$ cat config.mk
export PLATFORM = sky130hd
export DESIGN_NAME = multdiv_issue_flat
export DESIGN_NICKNAME = d
export VERILOG_FILES = /design/src/rtl/multdiv_pkg.sv /design/src/rtl/multdiv_issue_if.sv /design/src/rtl/md_watchdog.sv /design/src/rtl/multdiv_issue.sv /design/src/flat_wrapper.sv
export SDC_FILE = /design/constraint.sdc
export NUM_CORES = 1
export LEC_CHECK = 0
export CAP_MARGIN = 20
export CORE_MARGIN = 3
export CORE_UTILIZATION = 40
export DETAILED_ROUTE_END_ITERATION = 6
export MAX_ROUTING_LAYER = met4
export PLACE_DENSITY_LB_ADDON = 0.2
export SLEW_MARGIN = 20
export SYNTH_ARGS = -nofsm -noshare
export SYNTH_HDL_FRONTEND = slang
export SYNTH_SLANG_ARGS = --single-unit
export TNS_END_PERCENT = 10
$ cat constraint.sdc
create_clock -name clock -period 2.8 [get_ports clock]
set_input_delay 0.56 -clock clock [delete_from_list [all_inputs] [get_ports clock]]
set_output_delay 0.56 -clock clock [all_outputs]
set_load 0.02 [all_outputs]
$ cat src/rtl/multdiv_pkg.sv
// Shared types and constants for the mult/div issue sequencer.
// Latency: n/a (declarations only).
// Backpressure: n/a.
package multdiv_pkg;

    typedef enum logic [1:0] {
        IDLE  = 2'd0,
        START = 2'd1,
        WAIT  = 2'd2,
        DONE  = 2'd3
    } state_e;

    typedef enum logic {
        OP_MULT = 1'b0,
        OP_DIV  = 1'b1
    } md_op_e;

    localparam logic [4:0]  RSTATUS_REG     = 5'd30;
    localparam int unsigned MUL_EXC_DEFAULT = 4;
    localparam int unsigned DIV_EXC_DEFAULT = 5;

    // Latched request: operation, destination and operands held for multdiv.
    typedef struct packed {
        md_op_e      op;
        logic [4:0]  rd;
        logic [31:0] opa;
        logic [31:0] opb;
    } req_t;

    typedef struct packed {
        logic        exc;
        logic        tmo;
        logic [4:0]  rd;
        logic [31:0] data;
    } wb_t;

    function automatic logic [31:0] exc_word(md_op_e op, int unsigned mul_code,
                                             int unsigned div_code);
        return (op == OP_DIV) ? 32'(div_code) : 32'(mul_code);
    endfunction

endpackage

$ cat src/rtl/multdiv_issue_if.sv
// Pipeline-side request, multdiv handshake and writeback bundle.
// Latency: n/a (wiring only).
// Backpressure: stall/busy flow from sequencer back to the issuing pipeline.
interface multdiv_issue_if;
    logic        issue_valid;
    logic        issue_is_div;
    logic [31:0] issue_opA;
    logic [31:0] issue_opB;
    logic [4:0]  issue_rd;
    logic        flush;

    logic        stall;
    logic        busy;
    logic [4:0]  busy_rd;

    logic [31:0] md_operandA;
    logic [31:0] md_operandB;
    logic        md_ctrl_mult;
    logic        md_ctrl_div;
    logic [31:0] md_result;
    logic        md_exception;
    logic        md_ready;

    logic        wb_valid;
    logic [4:0]  wb_rd;
    logic [31:0] wb_data;
    logic        wb_exception;
    logic        wb_timeout;

    modport slave (
        input  issue_valid, issue_is_div, issue_opA, issue_opB, issue_rd, flush,
        input  md_result, md_exception, md_ready,
        output stall, busy, busy_rd,
        output md_operandA, md_operandB, md_ctrl_mult, md_ctrl_div,
        output wb_valid, wb_rd, wb_data, wb_exception, wb_timeout
    );

    modport master (
        output issue_valid, issue_is_div, issue_opA, issue_opB, issue_rd, flush,
        output md_result, md_exception, md_ready,
        input  stall, busy, busy_rd,
        input  md_operandA, md_operandB, md_ctrl_mult, md_ctrl_div,
        input  wb_valid, wb_rd, wb_data, wb_exception, wb_timeout
    );
endinterface

$ cat src/rtl/md_watchdog.sv
// Clearable up-counter bounding the multdiv wait; tc flags the last allowed cycle.
// Latency: count updates one cycle after clr/inc.
// Backpressure: none.
module md_watchdog #(
    parameter int unsigned TIMEOUT = 100
) (
    input  logic clock,
    input  logic reset,
    input  logic clr,
    input  logic inc,
    output logic tc
);
    localparam int unsigned CW = $clog2(TIMEOUT + 1);

    logic [CW-1:0] cnt_q, cnt_d;

    always_comb begin
        cnt_d = cnt_q;
        if (clr) begin
            cnt_d = '0;
        end else if (inc) begin
            cnt_d = cnt_q + CW'(1);
        end
    end

    always_ff @(posedge clock) begin
        if (reset) begin
            cnt_q <= '0;
        end else begin
            cnt_q <= cnt_d;
        end
    end

    assign tc = (cnt_q == CW'(TIMEOUT - 1));

endmodule

$ cat src/rtl/multdiv_issue.sv
// Execute-stage mult/div sequencer: latches a request, pulses multdiv, writes back result or rstatus code.
// Latency: issue to wb_valid = multdiv cycles + 2; watchdog abandons after TIMEOUT cycles of waiting.
// Backpressure: stall high in START/WAIT; new requests accepted only in IDLE or DONE.
module multdiv_issue
    import multdiv_pkg::*;
#(
    parameter int unsigned TIMEOUT      = 100,
    parameter int unsigned MUL_EXC_CODE = MUL_EXC_DEFAULT,
    parameter int unsigned DIV_EXC_CODE = DIV_EXC_DEFAULT
) (
    input logic            clock,
    input logic            reset,
    multdiv_issue_if.slave bus
);
    state_e      state_q, state_d;
    req_t        req_q, req_d;
    wb_t         wb_q, wb_d;
    logic        wb_valid_q, wb_valid_d;
    logic        stall_q, stall_d;
    logic        busy_q, busy_d;
    logic        ctrl_mult_q, ctrl_mult_d;
    logic        ctrl_div_q, ctrl_div_d;
    logic        accept;
    logic        wd_clr, wd_inc, wd_tc;
    logic [31:0] exc_data;

    assign accept   = bus.issue_valid && !bus.flush && (state_q == IDLE || state_q == DONE);
    assign exc_data = exc_word(req_q.op, MUL_EXC_CODE, DIV_EXC_CODE);

    md_watchdog #(.TIMEOUT(TIMEOUT)) u_watchdog (
        .clock (clock),
        .reset (reset),
        .clr   (wd_clr),
        .inc   (wd_inc),
        .tc    (wd_tc)
    );

    always_comb begin
        state_d = state_q;
        req_d   = req_q;
        wb_d    = wb_q;
        wd_clr  = 1'b0;
        wd_inc  = 1'b0;

        // md_ready is only looked at in WAIT: it may still be high from the previous op in START.
        if (bus.flush) begin
            state_d = IDLE;
        end else begin
            case (state_q)
                IDLE:  if (accept) state_d = START;
                START: begin
                    state_d = WAIT;
                    wd_clr  = 1'b1;
                end
                WAIT: begin
                    if (bus.md_ready) begin
                        state_d = DONE;
                        if (bus.md_exception) begin
                            wb_d = '{exc: 1'b1, tmo: 1'b0, rd: RSTATUS_REG, data: exc_data};
                        end else begin
                            wb_d = '{exc: 1'b0, tmo: 1'b0, rd: req_q.rd, data: bus.md_result};
                        end
                    end else if (wd_tc) begin
                        state_d = DONE;
                        wb_d    = '{exc: 1'b1, tmo: 1'b1, rd: RSTATUS_REG, data: exc_data};
                    end else begin
                        wd_inc = 1'b1;
                    end
                end
                DONE:    state_d = accept ? START : IDLE;
                default: state_d = IDLE;
            endcase
        end

        if (accept) begin
            req_d = '{op:  bus.issue_is_div ? OP_DIV : OP_MULT,
                      rd:  bus.issue_rd,
                      opa: bus.issue_opA,
                      opb: bus.issue_opB};
        end

        stall_d     = (state_d == START) || (state_d == WAIT);
        busy_d      = (state_d != IDLE);
        ctrl_mult_d = (state_d == START) && (req_d.op == OP_MULT);
        ctrl_div_d  = (state_d == START) && (req_d.op == OP_DIV);
        wb_valid_d  = (state_d == DONE);
    end

    always_ff @(posedge clock) begin
        if (reset) begin
            state_q     <= IDLE;
            req_q       <= '0;
            wb_q        <= '0;
            wb_valid_q  <= 1'b0;
            stall_q     <= 1'b0;
            busy_q      <= 1'b0;
            ctrl_mult_q <= 1'b0;
            ctrl_div_q  <= 1'b0;
        end else begin
            state_q     <= state_d;
            req_q       <= req_d;
            wb_q        <= wb_d;
            wb_valid_q  <= wb_valid_d;
            stall_q     <= stall_d;
            busy_q      <= busy_d;
            ctrl_mult_q <= ctrl_mult_d;
            ctrl_div_q  <= ctrl_div_d;
        end
    end

    assign bus.stall        = stall_q;
    assign bus.busy         = busy_q;
    assign bus.busy_rd      = req_q.rd;
    assign bus.md_operandA  = req_q.opa;
    assign bus.md_operandB  = req_q.opb;
    assign bus.md_ctrl_mult = ctrl_mult_q;
    assign bus.md_ctrl_div  = ctrl_div_q;
    assign bus.wb_valid     = wb_valid_q;
    assign bus.wb_rd        = wb_q.rd;
    assign bus.wb_data      = wb_q.data;
    assign bus.wb_exception = wb_q.exc;
    assign bus.wb_timeout   = wb_q.tmo;

endmodule

$ cat src/flat_wrapper.sv
// flat-port wrapper written by rule: the top's interface ports become plain ports
module multdiv_issue_flat import multdiv_pkg::*;
#(
    parameter int unsigned TIMEOUT      = 100,
    parameter int unsigned MUL_EXC_CODE = MUL_EXC_DEFAULT,
    parameter int unsigned DIV_EXC_CODE = DIV_EXC_DEFAULT
)
  (clock, reset, bus_issue_valid, bus_issue_is_div, bus_issue_opA, bus_issue_opB, bus_issue_rd, bus_flush, bus_md_result, bus_md_exception, bus_md_ready, bus_stall, bus_busy, bus_busy_rd, bus_md_operandA, bus_md_operandB, bus_md_ctrl_mult, bus_md_ctrl_div, bus_wb_valid, bus_wb_rd, bus_wb_data, bus_wb_exception, bus_wb_timeout);
  multdiv_issue_if bus_i ();
  input logic clock;
  input logic reset;
  input wire logic [$bits(bus_i.issue_valid)-1:0] bus_issue_valid;
  input wire logic [$bits(bus_i.issue_is_div)-1:0] bus_issue_is_div;
  input wire logic [$bits(bus_i.issue_opA)-1:0] bus_issue_opA;
  input wire logic [$bits(bus_i.issue_opB)-1:0] bus_issue_opB;
  input wire logic [$bits(bus_i.issue_rd)-1:0] bus_issue_rd;
  input wire logic [$bits(bus_i.flush)-1:0] bus_flush;
  input wire logic [$bits(bus_i.md_result)-1:0] bus_md_result;
  input wire logic [$bits(bus_i.md_exception)-1:0] bus_md_exception;
  input wire logic [$bits(bus_i.md_ready)-1:0] bus_md_ready;
  output wire logic [$bits(bus_i.stall)-1:0] bus_stall;
  output wire logic [$bits(bus_i.busy)-1:0] bus_busy;
  output wire logic [$bits(bus_i.busy_rd)-1:0] bus_busy_rd;
  output wire logic [$bits(bus_i.md_operandA)-1:0] bus_md_operandA;
  output wire logic [$bits(bus_i.md_operandB)-1:0] bus_md_operandB;
  output wire logic [$bits(bus_i.md_ctrl_mult)-1:0] bus_md_ctrl_mult;
  output wire logic [$bits(bus_i.md_ctrl_div)-1:0] bus_md_ctrl_div;
  output wire logic [$bits(bus_i.wb_valid)-1:0] bus_wb_valid;
  output wire logic [$bits(bus_i.wb_rd)-1:0] bus_wb_rd;
  output wire logic [$bits(bus_i.wb_data)-1:0] bus_wb_data;
  output wire logic [$bits(bus_i.wb_exception)-1:0] bus_wb_exception;
  output wire logic [$bits(bus_i.wb_timeout)-1:0] bus_wb_timeout;
  assign bus_i.issue_valid = bus_issue_valid;
  assign bus_i.issue_is_div = bus_issue_is_div;
  assign bus_i.issue_opA = bus_issue_opA;
  assign bus_i.issue_opB = bus_issue_opB;
  assign bus_i.issue_rd = bus_issue_rd;
  assign bus_i.flush = bus_flush;
  assign bus_i.md_result = bus_md_result;
  assign bus_i.md_exception = bus_md_exception;
  assign bus_i.md_ready = bus_md_ready;
  assign bus_stall = bus_i.stall;
  assign bus_busy = bus_i.busy;
  assign bus_busy_rd = bus_i.busy_rd;
  assign bus_md_operandA = bus_i.md_operandA;
  assign bus_md_operandB = bus_i.md_operandB;
  assign bus_md_ctrl_mult = bus_i.md_ctrl_mult;
  assign bus_md_ctrl_div = bus_i.md_ctrl_div;
  assign bus_wb_valid = bus_i.wb_valid;
  assign bus_wb_rd = bus_i.wb_rd;
  assign bus_wb_data = bus_i.wb_data;
  assign bus_wb_exception = bus_i.wb_exception;
  assign bus_wb_timeout = bus_i.wb_timeout;
  multdiv_issue #(.TIMEOUT(TIMEOUT), .MUL_EXC_CODE(MUL_EXC_CODE), .DIV_EXC_CODE(DIV_EXC_CODE)) u_core (.clock(clock), .reset(reset), .bus(bus_i));
endmodule
==> impl_metrics.sql, run 1 <==
INSERT INTO impl_metrics (metric_group, metric, value, unit) VALUES
('run_status', 'outcome', 'finished clean', ''),
('power_and_ir_drop', 'pwr-share-clk', '44.8', '%'),
('power_and_ir_drop', 'p_comb_share', '12.7', '%'),
('global_route', 'number_of_antenna_violations_at_the_first_check_in_global_routing', '0', ''),
('global_route', 'overflow', '0', ''),
('sta', 'report.final.slew_viol_count', '0', ''),
('final_layout', 'multiInputGateArea', '1770', 'sq um'),
('placed_design', 'placedInstanceArea', '6700', 'sq um'),
('synth', 'synth_edf_count', '0', ''),
('routing', 'wirelength', '13100', 'microns'),
('sta', 'grt_setup_unrepaired', 'no', ''),
('clock_network', 'numCtsBuffers', '17', ''),
('synth', 'synth.cell_area', '4390', 'sq um'),
('clock_network', 'clk_pin_slew_worst_paths', '0.06', 'ns'),
('floorplanning', 'fp-row-count', '37', ''),
('routing', 'routed-via-count', '4203', ''),
('sta', 'final.setup_skew', '0.00765', 'ns'),
('power_and_ir_drop', 'p_sw', '0.989', 'mW'),
('sta', 'max_freq', '0.431', 'GHz'),
('worst_setup_path', 'reg2reg_from', 'u_core.state_q[0]$_SDFF_PP0_', ''),
('clock_network', 'cts_hold_bufs', '0', ''),
('sta', 'hold_viol', '0', ''),
('synth', 'syn_nets', '595', ''),
('synth', 'syn_avg_cell_area', '9.16', 'sq um'),
('worst_setup_path', 'path_class', 'reg -> reg', ''),
('synth', 'ys.flop_type', 'dfxtp_1', ''),
('clock_network', 'tritoncts_clock_tree', 'yes', ''),
('clock_network', 'cts.sink_count', '123', ''),
('floorplanning', 'design.die.area', '12300', 'sq um'),
('clock_network', 'clock-root-buffer', 'clkbuf_8', ''),
('placed_design', 'post-place-ws', '0.267', 'ns'),
('worst_setup_path', 'regToRegSetupSlack', '0.48', 'ns'),
('floorplanning', 'dieHeight', '111', 'microns'),
('worst_setup_path', 'endpoint_class_of_the_critical_path', 'flop', ''),
('floorplanning', 'fp.coreArea', '10500', 'sq um'),
('worst_setup_path', 'worstPathMaxFanout', '5', ''),
('synth', 'netlist_instances', '479', ''),
('placed_design', 'hpwl_after_detailed_placement', '9400', 'microns'),
('final_layout', 'finalCoreUtilization', '68.8', '%'),
('final_layout', 'area.growth.synth_to_final', '65.0', '%'),
('sta', 'worst_slack', '0.479', 'ns'),
('sta', 'setup-violations-final', '0', ''),
('sta', 'hold-worst-slack', '0.440', 'ns'),
('final_layout', 'instances_no_fill', '837', ''),
('worst_setup_path', 'slowest_delay', '0.40', 'ns'),
('power_and_ir_drop', 'power.share.sequential', '42.5', '%'),
('power_and_ir_drop', 'worst_ir_drop_vdd', '480', 'uV'),
('job', 'max_cap_viols', '0', ''),
('power_and_ir_drop', 'p_total', '4.35', 'mW'),
('worst_setup_path', 'worst_path_buffer_plus_inverter_count', '1', ''),
('power_and_ir_drop', 'swShare', '22.7', '%'),
('sta', 'period_minus_slack', '2.32', 'ns'),
('clock_network', 'cts_repair_resize_count', '0', ''),
('clock_network', 'worstSkewPairLatency', '0.51', 'ns'),
('worst_hold_path', 'hold_path_end', 'u_core.bus.busy$_SDFF_PP0_', ''),
('power_and_ir_drop', 'p_leak', '2.69', 'nW'),
('worst_setup_path', 'critical-path-slowest-cell', 'or3_1', ''),
('synth', 'synth_async_sr_flop_share', '0', '%'),
('floorplanning', 'initial_utilization', '41.7', '%'),
('clock_network', 'cts.htree.levels', '4', ''),
('final_layout', 'fin_nets', '808', ''),
('worst_hold_path', 'worst_hold_path_type', 'in -> reg', ''),
('final_layout', 'antenna_cells_inserted', '0', ''),
('power_and_ir_drop', 'cellInternalPower', '3.36', 'mW'),
('synth', 'synth.yosys.seq_area_share', '56.1', '%'),
('synth', 'yosys_register_bits', '123', ''),
('placed_design', 'globalplace.congestion', '0.810', ''),
('worst_setup_path', 'timing.rr.end', 'u_core.bus.stall$_SDFF_PP0_', ''),
('worst_setup_path', 'cp.arrival', '2.71', 'ns'),
('placed_design', 'placedCellCount', '809', ''),
('final_layout', 'finish.instance_area', '7230', 'sq um');
synth_stat cells (all sizes together), types with 2 or more instances:
master     n  area share, %
or3b       2           0.40
a21oi     76            8.7
o21ai      3           0.34
nor2       4           0.34
nor3b      2           0.46
a211oi     4           0.80
a211o      2           0.40
inv        6           0.51
buf       10            1.2
o221a      5            1.3
nor2b      2           0.29
o211ai     3           0.51
or3        4           0.60
nand3      2           0.23
nand4bb    2           0.51
or4        2           0.34
ha         8            2.3
dfxtp    123             56
nand2b     2           0.29
nand2    143             12
clkbuf    24            2.1
mux2i      4           0.91
o31ai      2           0.34
nor3       3           0.34
a22o      31            6.2
sequential cells by signal, indices dropped and copies added, names as in the netlist:
signal	cells
u_core.bus.md_ctrl_mult	1
u_core.bus.md_operandA	32
u_core.bus.md_operandB	32
u_core.bus.busy_rd	5
u_core.bus.wb_timeout	1
u_core.bus.wb_exception	1
u_core.bus.md_ctrl_div	1
u_core.state_q	2
u_core.bus.wb_rd	5
u_core.bus.busy	1
u_core.bus.wb_valid	1
u_core.req_q	1
u_core.bus.stall	1
u_core.bus.wb_data	32
u_core.u_watchdog.cnt_q	7
cells in the final DEF (no fill, tap or decap), drive strengths merged, types with 3 or more instances in the layout:
cell	count
a211oi	4
nor2	4
inv	6
mux2i	4
clkdlybuf4s50	219
clkbuf	27
o211ai	3
o21ai	3
ha	8
o221a	5
nor3	3
or3	4
nand2	143
a21oi	76
a22o	31
dfxtp	123
buf	9
cell families (layout without fill, tap and decap cells):
group                      count (synthesis)  in the layout  share of synthesized area (%)
muxes                                      4              4                          0.913
and+or+nand+nor                          175            175                           17.7
buffers and inverters                     40            262                           3.79
DFF                                      123            123                           56.1
adders and majority gates                  8              8                           2.28
AOI/OAI and AO/OA                        129            129                           19.1
how the worst max path moves through the flow:
stage	start	to	slack (ns)	cells after the start
2_1_floorplan	u_core.state_q[0]$_SDFF_PP0_	u_core.bus.stall$_SDFF_PP0_	0.69	7
3_3_place_gp	bus_issue_valid	u_core.bus.stall$_SDFF_PP0_	0.27	6
3_5_place_dp	bus_issue_valid	u_core.bus.stall$_SDFF_PP0_	0.27	6
4_1_cts	u_core.state_q[0]$_SDFF_PP0_	u_core.bus.stall$_SDFF_PP0_	0.47	7
5_1_grt	u_core.state_q[0]$_SDFF_PP0_	u_core.bus.stall$_SDFF_PP0_	0.30	7
6_report	u_core.state_q[0]$_SDFF_PP0_	u_core.bus.stall$_SDFF_PP0_	0.48	7
final cells by class:
| class | count | share of cell area [%] |
|---|---|---|
| sequential | 123 | 34.0 |
| timing repair buffer | 228 | 31.4 |
| multi-input combinational | 316 | 24.5 |
| clock buffer | 27 | 7.35 |
| tap | 136 | 2.35 |
| inverter | 6 | 0.311 |
| clock inverter | 1 | 0.0692 |
layer usage:
layer  wire [microns]  up-vias  track usage, %
met2             6550      169            35.9
met4              174        0            7.80
met1             5270     1949            24.5
met3             1120       16            8.95
met5                0        -               -
li1                 -     2069               -
power by group through the flow:
stage                     clock network [mW]  logic [mW]  registers [mW]
after floorplan                            0       0.160            1.95
after global placement                     0       0.544            1.88
after detailed placement                   0       0.554            1.88
after CTS                               2.00       0.558            1.85
after global routing                    2.08       0.596            1.85
final                                   1.95       0.552            1.85
Note: power is estimated with default switching activity, not from simulation.
==> run 2, diff against run 1 <==
==> constraint.sdc (replaced) <==
create_clock -name clock -period 2.2 [get_ports clock]
set_input_delay 0.44 -clock clock [delete_from_list [all_inputs] [get_ports clock]]
set_output_delay 0.44 -clock clock [all_outputs]
set_load 0.02 [all_outputs]
==> impl_metrics.sql, run 2 (synthesized netlist as in run 1, its figures left out) <==
INSERT INTO impl_metrics (metric_group, metric, value, unit) VALUES
('run_status', 'outcome', 'finished clean', ''),
('routing', 'detail_route.drc_violations', '0', ''),
('sta', 'setup-violations-final', '0', ''),
('routing', 'wirelength', '13300', 'microns'),
('clock_network', 'cts_hold_bufs', '0', ''),
('floorplanning', 'design.die.area', '12300', 'sq um'),
('placed_design', 'globalplace.congestion', '0.848', ''),
('global_route', 'overflow', '0', ''),
('final_layout', 'multiInputGateArea', '1810', 'sq um'),
('job', 'max_cap_viols', '0', ''),
('sta', 'worstMarginPinSlew', '0.608', 'ns'),
('worst_hold_path', 'min_from', 'reset', ''),
('final_layout', 'antenna_cells_inserted', '0', ''),
('global_route', 'first_global_vias', '4198', ''),
('floorplanning', 'die_width', '111', 'microns'),
('floorplanning', 'dieHeight', '111', 'microns'),
('clock_network', 'cts.sink_count', '123', ''),
('power_and_ir_drop', 'p_total', '5.60', 'mW'),
('final_layout', 'area.growth.synth_to_final', '68.6', '%'),
('placed_design', 'buffer_ports.inserted', '220', ''),
('routing', 'routed_antenna_nets', '0', ''),
('worst_setup_path', 'endpoint_class_of_the_critical_path', 'flop', ''),
('floorplanning', 'fp.coreArea', '10500', 'sq um'),
('sta', 'hold_viol', '0', ''),
('power_and_ir_drop', 'worst_ir_drop_vdd', '621', 'uV'),
('floorplanning', 'initial_utilization', '41.7', '%'),
('worst_setup_path', 'worstSetupStartpointType', 'flop', ''),
('placed_design', 'placedCellCount', '820', ''),
('sta', 'max_freq', '0.480', 'GHz'),
('clock_network', 'worstSkewPairLatency', '0.52', 'ns'),
('sta', 'period_minus_slack', '2.08', 'ns'),
('global_route', 'grt_usage', '22.1', '%'),
('power_and_ir_drop', 'power.density_cell_area', '758', 'nW/um^2'),
('final_layout', 'final-seq-area', '2460', 'sq um'),
('final_layout', 'nFillCells', '784', ''),
('sta', 'final.setup_skew', '0.00370', 'ns'),
('global_route', 'grt_max_degree', '70', ''),
('worst_hold_path', 'worst_hold_path_type', 'in -> reg', ''),
('sta', 'grt_setup_unrepaired', 'no', ''),
('sta', 'period_share', '94.7', '%'),
('clock_network', 'numCtsBuffers', '17', ''),
('final_layout', 'instances_no_fill', '848', ''),
('worst_setup_path', 'crit_path_start', 'u_core.state_q[1]$_SDFF_PP0_', ''),
('routing', 'wire_per_inst', '15.7', 'microns'),
('final_layout', 'finish.instance_area', '7400', 'sq um'),
('final_layout', 'fin_nets', '819', ''),
('global_route', 'grt_first_pass_wirelength', '21100', 'microns'),
('clock_network', 'tritoncts_clock_tree', 'yes', ''),
('routing', 'post_drt_via_cell_ratio', '5.04', ''),
('clock_network', 'clock-root-buffer', 'clkbuf_8', ''),
('worst_setup_path', 'worstPathMaxFanout', '4', ''),
('clock_network', 'cts.htree.levels', '4', ''),
('final_layout', 'drive_above_1_share', '8.57', '%'),
('routing', 'routed-via-count', '4270', ''),
('floorplanning', 'ioPinCount', '221', ''),
('sta', 'slew-limit-headroom', '59.5', '%'),
('sta', 'accumulated_negative_setup_slack', '0', 'ns'),
('worst_setup_path', 'cp.arrival', '2.49', 'ns'),
('final_layout', 'finalCoreUtilization', '70.4', '%'),
('routing', 'drt_first_iter_violations', '262', ''),
('worst_setup_path', 'reg2reg_from', 'u_core.state_q[1]$_SDFF_PP0_', ''),
('final_layout', 'most-common-layout-cells', 'clkdlybuf4s50_1, nand2_1, dfxtp_1, a21oi_1, a22o_1', ''),
('final_layout', 'final_common_cell', 'clkdlybuf4s50_1', ''),
('sta', 'report.final.slew_viol_count', '0', ''),
('worst_setup_path', 'cp.required', '2.60', 'ns'),
('clock_network', 'clk_pin_slew_worst_paths', '0.05', 'ns'),
('routing', 'drt_pass1_iterations', '4', ''),
('floorplanning', 'fp-row-count', '37', ''),
('placed_design', 'hpwl_after_detailed_placement', '9460', 'microns'),
('power_and_ir_drop', 'p_leak', '2.76', 'nW'),
('worst_setup_path', 'path_class', 'reg -> reg', ''),
('clock_network', 'cts.repair_timing.setup_buffer_count', '0', ''),
('clock_network', 'cts_max_path_buffers', '2', ''),
('global_route', 'number_of_antenna_violations_at_the_first_check_in_global_routing', '0', ''),
('placed_design', 'placedInstanceArea', '6830', 'sq um');
[run 2: cell types whose count changed in the layout (fill, tap and decap cells not counted), moves of 2 or more]
cell | previous run | this run
buf_4 | 7 | 14
buf_12 | 1 | 5
clkbuf_8 | 9 | 6
clkbuf_1 | 2 | 4
[run 2: metal layers]
| metal | track usage [%] | vias to the layer above | share of wire, % |
|---|---|---|---|
| li1 | - | 2091 | - |
| met1 | 24.7 | 1992 | 41 |
| met2 | 35.7 | 176 | 50 |
| met3 | 9.06 | 11 | 8.7 |
| met4 | 8.05 | 0 | 0.91 |
| met5 | - | - | 0 |
[run 2: worst paths after layout]
path / end / slack, ns / cells past startpoint
max: u_core.bus.stall$_SDFF_PP0_ / 0.12 / 8
max reg2reg: u_core.bus.stall$_SDFF_PP0_ / 0.12 / 8
min reg2reg: u_core.bus.md_operandB[11]$_SDFFE_PP0P_ / 0.45 / 2
min: u_core.state_q[1]$_SDFF_PP0_ / 0.20 / 2
[run 2: stage by stage]
step                      hold WS (ns)  setup slack (ns)
after floorplan                  0.452            0.0909
after global placement           0.441            -0.137
after detailed placement         0.446            -0.181
after CTS                        0.165            0.0513
after global routing             0.183            0.0295
final                            0.195             0.116
[run 2: what timing repair did]
action,in CTS,in global routing
endpoints found under the hold margin,0,0
setup endpoints to repair,1,3
gates resized for setup,1,3
[run 2: cell type report]
type / count / share of cell area, %
repair buffers: 239 / 32.5
clock inverters: 2 / 0.474
multi-input cells: 316 / 24.4
flip-flops and latches: 123 / 33.3
well taps: 136 / 2.30
clock buffers: 26 / 6.73
inverters: 6 / 0.305
[run 2: where the power goes]
part	internal, mW	switching [mW]	leakage, nW
clock	1.62	0.888	0.263
sequential	2.31	0.0404	0.999
combinational	0.400	0.346	1.50
[run 2: critical path, stage by stage, from the launching register on]
cell	delay (ns)
dfxtp_1	0.36
inv_1	0.10
ha_4	0.24
buf_4	0.15
nand2b_1	0.14
a31o_2	0.25
or3_1	0.31
ha_1	0.29
nor2b_1	0.13
